<file path="config.mk">
export PLATFORM = sky130hd
export DESIGN_NAME = led_pulse_stretcher
export DESIGN_NICKNAME = d
export VERILOG_FILES = /design/src/rtl/led_pulse_stretcher.sv
export SDC_FILE = /design/constraint.sdc
export NUM_CORES = 1
export LEC_CHECK = 0
export BUFFER_PORTS_ARGS = -buffer_cell sky130_fd_sc_hd__buf_2
export CORE_ASPECT_RATIO = 0.7
export CORE_UTILIZATION = 35
export CTS_CLUSTER_SIZE = 25
export DETAILED_ROUTE_END_ITERATION = 8
export PLACE_DENSITY = 0.5
export SLEW_MARGIN = 20
export SYNTH_ARGS = -nofsm -noshare
export SYNTH_HDL_FRONTEND = slang
export SYNTH_SLANG_ARGS = --single-unit
</file>
<file path="constraint.sdc">
create_clock -name clk -period 3.1 [get_ports clk]
set_clock_uncertainty 0.2 [all_clocks]
set_input_delay 0.62 -clock clk [delete_from_list [all_inputs] [get_ports clk]]
set_output_delay 0.62 -clock clk [all_outputs]
set_load 0.03 [all_outputs]
</file>
<file path="src/rtl/led_pulse_stretcher.sv">
// led_pulse_stretcher: stretches single-cycle event strobes into visible
// LED flashes with a minimum on-time and off-gap, queueing extra strobes.
module led_pulse_stretcher #(
    parameter int ON_TICKS  = 4,
    parameter int OFF_TICKS = 4,
    parameter int PRESCALE  = 16,
    parameter int PEND_W    = 3
) (
    input  logic              clk,
    input  logic              rst,
    input  logic              event_in,
    input  logic              ovf_clr,
    output logic              led,
    output logic              busy,
    output logic [PEND_W-1:0] pending,
    output logic              ovf
);

    localparam int ON_CYC  = ON_TICKS * PRESCALE;
    localparam int OFF_CYC = OFF_TICKS * PRESCALE;
    localparam int MAX_CYC = (ON_CYC > OFF_CYC) ? ON_CYC : OFF_CYC;
    localparam int TW      = (MAX_CYC > 1) ? $clog2(MAX_CYC) : 1;

    localparam logic [TW-1:0]     ON_LOAD  = TW'(ON_CYC - 1);
    localparam logic [TW-1:0]     OFF_LOAD = TW'(OFF_CYC - 1);
    localparam logic [PEND_W-1:0] PEND_MAX = '1;

    typedef enum logic [1:0] {
        IDLE,
        ON,
        OFF
    } state_t;

    state_t            state;
    state_t            state_nxt;
    logic [TW-1:0]     timer;
    logic [TW-1:0]     timer_nxt;
    logic [PEND_W-1:0] pend_nxt;
    logic              ovf_nxt;
    logic              drop;

    // State, timer, queue depth and the registered LED/busy decodes.
    always_ff @(posedge clk or posedge rst) begin
        if (rst) begin
            state   <= IDLE;
            timer   <= '0;
            pending <= '0;
            ovf     <= 1'b0;
            led     <= 1'b0;
            busy    <= 1'b0;
        end else begin
            state   <= state_nxt;
            timer   <= timer_nxt;
            pending <= pend_nxt;
            ovf     <= ovf_nxt;
            led     <= (state_nxt == ON);
            busy    <= (state_nxt != IDLE);
        end
    end

    // Flash sequencing; a strobe arriving while a queued flash launches
    // replaces it in the queue, so depth stays put and nothing is dropped.
    always_comb begin
        state_nxt = state;
        timer_nxt = timer;
        pend_nxt  = pending;
        drop      = 1'b0;
        unique case (state)
            IDLE: begin
                if (event_in) begin
                    state_nxt = ON;
                    timer_nxt = ON_LOAD;
                end else if (pending != '0) begin
                    state_nxt = ON;
                    timer_nxt = ON_LOAD;
                    pend_nxt  = pending - 1'b1;
                end
            end
            ON: begin
                timer_nxt = timer - 1'b1;
                if (timer == '0) begin
                    state_nxt = OFF;
                    timer_nxt = OFF_LOAD;
                end
                if (event_in) begin
                    if (pending == PEND_MAX) begin
                        drop = 1'b1;
                    end else begin
                        pend_nxt = pending + 1'b1;
                    end
                end
            end
            OFF: begin
                timer_nxt = timer - 1'b1;
                if (timer == '0) begin
                    if (pending != '0) begin
                        state_nxt = ON;
                        timer_nxt = ON_LOAD;
                        if (!event_in) begin
                            pend_nxt = pending - 1'b1;
                        end
                    end else begin
                        state_nxt = IDLE;
                        timer_nxt = '0;
                        if (event_in) begin
                            pend_nxt = pending + 1'b1;
                        end
                    end
                end else if (event_in) begin
                    if (pending == PEND_MAX) begin
                        drop = 1'b1;
                    end else begin
                        pend_nxt = pending + 1'b1;
                    end
                end
            end
            default: begin
                state_nxt = IDLE;
                timer_nxt = '0;
            end
        endcase
        ovf_nxt = drop | (ovf & ~ovf_clr);
    end

endmodule

</file>
After elaboration in Yosys (flattened, before gate mapping)
Index checks and enable logic that the tools add are counted.
{"block": "op_classes", "addsub": 3, "multipliers": 0, "div": 0, "order_cmp": 0, "n_eq_ne": 9, "shift": 0, "mux": 25, "n_bitwise": 3, "reduce_logical": 6}
{"op": "$mux 6", "count": 5}
{"op": "$mux 3", "count": 8}
{"op": "$pmux 6 s3", "count": 1}
{"op": "$pmux 3 s3", "count": 1}
{"op": "$mux 2", "count": 4}
{"op": "$ne 4x4->1 const B", "count": 2}
{"op": "$logic_not 6->1", "count": 1}
{"op": "$pmux 2 s3", "count": 1}
{"op": "$reduce_bool 3->1", "count": 2}
{"op": "$sub 6x1->6 const B", "count": 1}
{"op": "$reduce_and 5->1", "count": 1}
{"op": "$eq 2x1->1 const B", "count": 2}
{"op": "$mux 1", "count": 4}
{"op": "$ne 2x2->1 const B", "count": 2}
{"op": "$add 3x1->3 const B", "count": 1}
{"op": "$eq 3x3->1 const B", "count": 1}
{"op": "$ne 3x3->1 const B", "count": 1}
{"op": "$sub 3x1->3 const B", "count": 1}
{"op": "$eq 2x2->1 const B", "count": 1}
{"op": "$logic_not 2->1", "count": 1}
{"op": "$pmux 1 s2", "count": 1}
{"op": "$reduce_bool 2->1", "count": 1}
{"op": "$and 1x1->1", "count": 1}
{"op": "$not 1->1", "count": 1}
{"op": "$or 1x1->1", "count": 1}
{"block": "totals", "regBits": 14, "latchBits": 0, "mem_bits_rw": 0, "rom_bits": 0, "inputBits": 4, "output_inout_bits": 6, "word_cells": 52, "memories": 0}

Longest topological paths before layout
{"block": "depth", "depth_word": 6, "ltp_mapped": 9, "ltp_nobuf": 8}

Worst setup path before layout
No wires, ideal clock.
{"block": "synth_timing", "path_kind": "reg-to-reg", "from": "register pending[0]", "to": "register pending[1]", "setup_time_ns": 0.121, "arrival_ns": 1.934, "t_required_ns": 2.779, "setup_slack_ns": 0.845, "path_stages_with_launch": 8, "path_buffers": 0, "synth_period_minus_slack_ns": 2.255, "cell_sequence": "dfrtp_1 -> ha_1 -> ha_1 -> nor2b_1 -> mux2_2 -> a32oi_1 -> nand3_1 -> a22o_1"}
{"block": "synth_via", "elab_chain_cells": 5, "elab_cells_between_ends": 17, "classes_between": "add/sub: 2; eq/ne: 4; mux: 9; reduce/logical: 2"}
{"item": "from (decl)", "line": "15", "source": "output logic [PEND_W-1:0] pending,"}
{"item": "from (signal assigned)", "line": "54", "source": "pending <= pend_nxt;"}
{"item": "$add 3x1->3 (tied with other cells)", "line": "89, 106, 113"}
{"item": "$mux 3, on equally long branches"}
{"item": "$mux 3, on equally long branches", "line": "109, 96"}
{"item": "$mux 3", "line": "95", "source": "if (timer == '0) begin"}
{"item": "$pmux 3 s3", "line": "68", "source": "unique case (state)"}
Parallel ways exist; a longest one is shown, timed or not. The select of a mux whose other input is x is not followed.
A chain may end at the register's enable or synchronous reset.

Final worst setup path
{"block": "layout_timing", "from": "register timer[0]", "to": "register pending[2]"}
{"block": "layout_via", "elab_chain_cells": 3, "elab_cells_between_ends": 6, "classes_between": "eq/ne: 2; mux: 2; reduce/logical: 2"}
{"item": "from (decl)", "line": "36", "source": "logic [TW-1:0] timer;"}
{"item": "from (signal assigned)", "line": "53", "source": "timer <= timer_nxt;"}
{"item": "$logic_not 6->1 *", "line": "95"}
{"item": "$ne 4x4->1 (no source line) / $mux 3 (equally long branches)"}
{"item": "$reduce_and 5->1 (no source line) / $pmux 3 s3 (equally long branches)"}
Every way passes the cells marked *; elsewhere a longest branch is shown, timed or not.

==> results.toml <==
[cts]
h-tree-depth = 1
clock-root-buffer = "sky130_fd_sc_hd__clkbuf_8"
clock_insertion_delay_worst_skew_ns = 0.25
post_cts.repair.setup_buffers = 0
postCtsHoldBufs = 0
tritoncts = "yes"
post_cts_resized = 0
worst_setup_hold_path_clk_slew_ns = 0.06
cts-root-to-sink-buffers = 2
numCtsBuffers = 3
sinks_on_clock_net = 14

[sta]
fin_tns_setup_ns = 0
timing_max_transition_violations_final = 0
slew_headroom_pct = 61.5
setup_violations = 0
final_critical_path_setup_slack_ns = 0.726
finalHoldViolCount = 0
period_minus_slack_ns = 2.37
fmax_mhz = 421
layout_worst_path_cycle_share_pct = 76.6
holdWs_ns = 0.216
grt_setup_unrepaired = "false"
worstMarginPinSlew_ns = 0.577

[grt]
overflow = 0
grt_start_max_net_pins = 15
grt_usage_pct = 18.1
number_of_antenna_violations_at_the_first_check_in_global_routing = 0
grt_pass1_vias = 926
grt_pass1_wl_um = 4490

[synthesis]
async_set_reset_flop_share_out_of_synthesis_pct = 100
synthesis.nets = 142
post_synth_mux_area_share_pct = 1.94
synth_top_family_by_area = "compound AO/OA/AOI/OAI gates"
synth.top_cell.area_share_pct = 31.9
synth_top_cells_by_count = "sky130_fd_sc_hd__inv_1 (15), sky130_fd_sc_hd__dfrtp_1 (14), sky130_fd_sc_hd__o21ai_0 (11), sky130_fd_sc_hd__ha_1 (10), sky130_fd_sc_hd__a21oi_1 (9)"
yosysSeqAreaShare_pct = 31.9
ys_warn_count = 0
netlist_top_cells_area = "sky130_fd_sc_hd__dfrtp_1 (32%), sky130_fd_sc_hd__ha_1 (11%), sky130_fd_sc_hd__inv_1 (5.1%)"
synth_enable_flop_cells = 0
library_cell_occupying_the_most_area_in_the_post_synthesis_netlist = "sky130_fd_sc_hd__dfrtp_1"
post_synth.cell_area_avg_um2 = 8.58
yosysUniqueCellTypes = 47
synth_xor_area_share_pct = 1.59
synth-main-ff-cell = "sky130_fd_sc_hd__dfrtp_1"
synth_most_common_cell = "sky130_fd_sc_hd__inv_1"
synth-compound-area-share_pct = 28.2
synthAdderAreaFrac_pct = 11.4
synth_simple_gate_area_share_pct = 18.0
ys_ff_latch = 14
syn-cell-area_mm2 = 0.00110
synth_cells = 128

[floorplanning]
rows = 16
design.core.area_mm2 = 0.00288
initial_utilization_pct = 38.1
floorplan.io_pins = 10
die_w_um = 69.0
design.die.area_mm2 = 0.00337
floorplan.die.height_um = 48.9

[job]
max_cap_violations = 0

[outcome]
run_status = "finished, final reports clean"

[placed_design]
place_worst_setup_slack_ns = 0.755
place.gp.congestion = 0.827
buffer_ports.inserted = 9
final_hpwl_from_detailed_placement_um = 1950

[critical_path]
critical_path.reg2reg.endpoint = "pending[2]"
minimum_setup_slack_among_reg_to_reg_paths_ns = 0.73
critical_setup_path_kind = "flop to flop"
critical_path_buf_inv_count = 1
capturing_element_type_of_the_critical_path = "flop"
cell_count_along_the_critical_path = 7
reg2reg_from = "timer[0]"
critical_path_slowest_stage_cell = "sky130_fd_sc_hd__or4b_4"
critPathTopFamily = "simple AND/OR/NAND/NOR gates"
worst-endpoint-arrival_ns = 2.32
worst-endpoint-required_ns = 3.05
crit_fanout = 7
crit_chain = "inv_1 > ha_1 > or4b_4 > nor2_2 > nand4_1 > o2111a_1 > o32ai_1"
critPathMaxStageDelay_ns = 0.50
crit_path_start = "timer[0]"
reg2reg_depth = 7
timing.critical_path.from_type = "flop"

[routing]
vias = 976
drt_drc_violations_left = 0
wl_per_cell_um = 14.7
dr.first_iter.drc_count = 44
drt_pass1_iterations = 4
wirelength_um = 2530
final_antenna_net_count = 0
post_drt_via_cell_ratio = 5.67

[power]
powerDensity_mw_per_mm2 = 1070
power.static_leakage_nw = 0.542
worst_ir_drop_vdd_v = 0.000459

[cells_and_area]
synthToLayoutAreaGrowth_pct = 11.4
drive_gt1_share_pct = 13.2
n_fill_cell = 316
nNetsFinal = 151
diodes = 0

[worst_hold_path]
worst_hold_path_type = "input pin to asynchronous set/reset pin"
-- worst max path at each step --
stage	end	slack, ns
floorplan	pending[1]	0.84
global placement	timer[4]	0.78
detailed placement	pending[2]	0.75
CTS	pending[2]	0.73
global route	pending[1]	0.45
finish	pending[2]	0.73
-- cells in the final DEF, fill, tap and decap left out, types with 2 or more instances in the layout --
cell type and n:
sky130_fd_sc_hd__nand2b_1 3, sky130_fd_sc_hd__nand3_1 3, sky130_fd_sc_hd__nor2_1 4, sky130_fd_sc_hd__o22ai_1 2, sky130_fd_sc_hd__a21oi_1 9, sky130_fd_sc_hd__inv_1 15, sky130_fd_sc_hd__o21ai_0 11, sky130_fd_sc_hd__a22o_1 2
sky130_fd_sc_hd__xor2_1 2, sky130_fd_sc_hd__dfrtp_1 14, sky130_fd_sc_hd__nand2_1 8, sky130_fd_sc_hd__nor3_1 4, sky130_fd_sc_hd__buf_2 9, sky130_fd_sc_hd__ha_1 10, sky130_fd_sc_hd__clkbuf_8 4, sky130_fd_sc_hd__a211oi_1 3
sky130_fd_sc_hd__a21o_1 2, sky130_fd_sc_hd__and3_1 2
-- flip-flops by register name, summed over array words and instances (netlist names) --
signal   count
led          1
pending      3
busy         1
ovf          1
state        2
timer        6
-- layout make-up --
class / instances / area (um^2) / share of cell area, %
Tap cell: 36 / 45.0 / 3.68
Multi-Input combinational cell: 94 / 672 / 54.9
Inverter: 15 / 56.3 / 4.60
Sequential cell: 14 / 350 / 28.6
Clock buffer: 4 / 55.1 / 4.50
Timing Repair Buffer: 9 / 45.0 / 3.68
-- kinds of logic (layout without fill, tap and decap cells) --
group / count (synthesis) / after routing
flops: 14 / 14
fa+ha+maj: 10 / 10
mux: 2 / 2
simple gates: 35 / 35
buf+inv: 20 / 28
compound gates: 45 / 45
xor+xnor: 2 / 2
-- metal layers --
metal | part of all wire, % | global-route usage, % | up-vias
met5 | 0 | 0 | -
met4 | 1.3 | 6.12 | 0
met3 | 5.6 | 5.14 | 5
met2 | 38 | 21.8 | 20
met1 | 55 | 29.3 | 468
li1 | - | - | 483
-- report_power, final --
part / switching (mW) / total (mW) / internal, mW / leakage, nW
Combinational: 0.441 / 0.753 / 0.313 / 0.348
Sequential: 0.105 / 0.374 / 0.269 / 0.165
Clock: 0.0701 / 0.183 / 0.113 / 0.0288
-- worst reg2reg max path: stages (launching register included) --
cell and delay (ns):
sky130_fd_sc_hd__dfrtp_1 0.42, sky130_fd_sc_hd__inv_1 0.07, sky130_fd_sc_hd__ha_1 0.22, sky130_fd_sc_hd__or4b_4 0.50
sky130_fd_sc_hd__nor2_2 0.29, sky130_fd_sc_hd__nand4_1 0.14, sky130_fd_sc_hd__o2111a_1 0.15, sky130_fd_sc_hd__o32ai_1 0.28
-- metrics by stage --
step                      instances  cell area [um^2]  utilization (%)  power (mW)
after detailed placement        168              1170             40.5        1.12
after global routing            172              1220             42.4        1.44
after global placement          168              1170             40.5        1.13
after floorplan                 128              1100                -       0.954
final                           172              1220             42.4        1.31
after CTS                       172              1220             42.4        1.32
(Power assumes the default switching activity.)
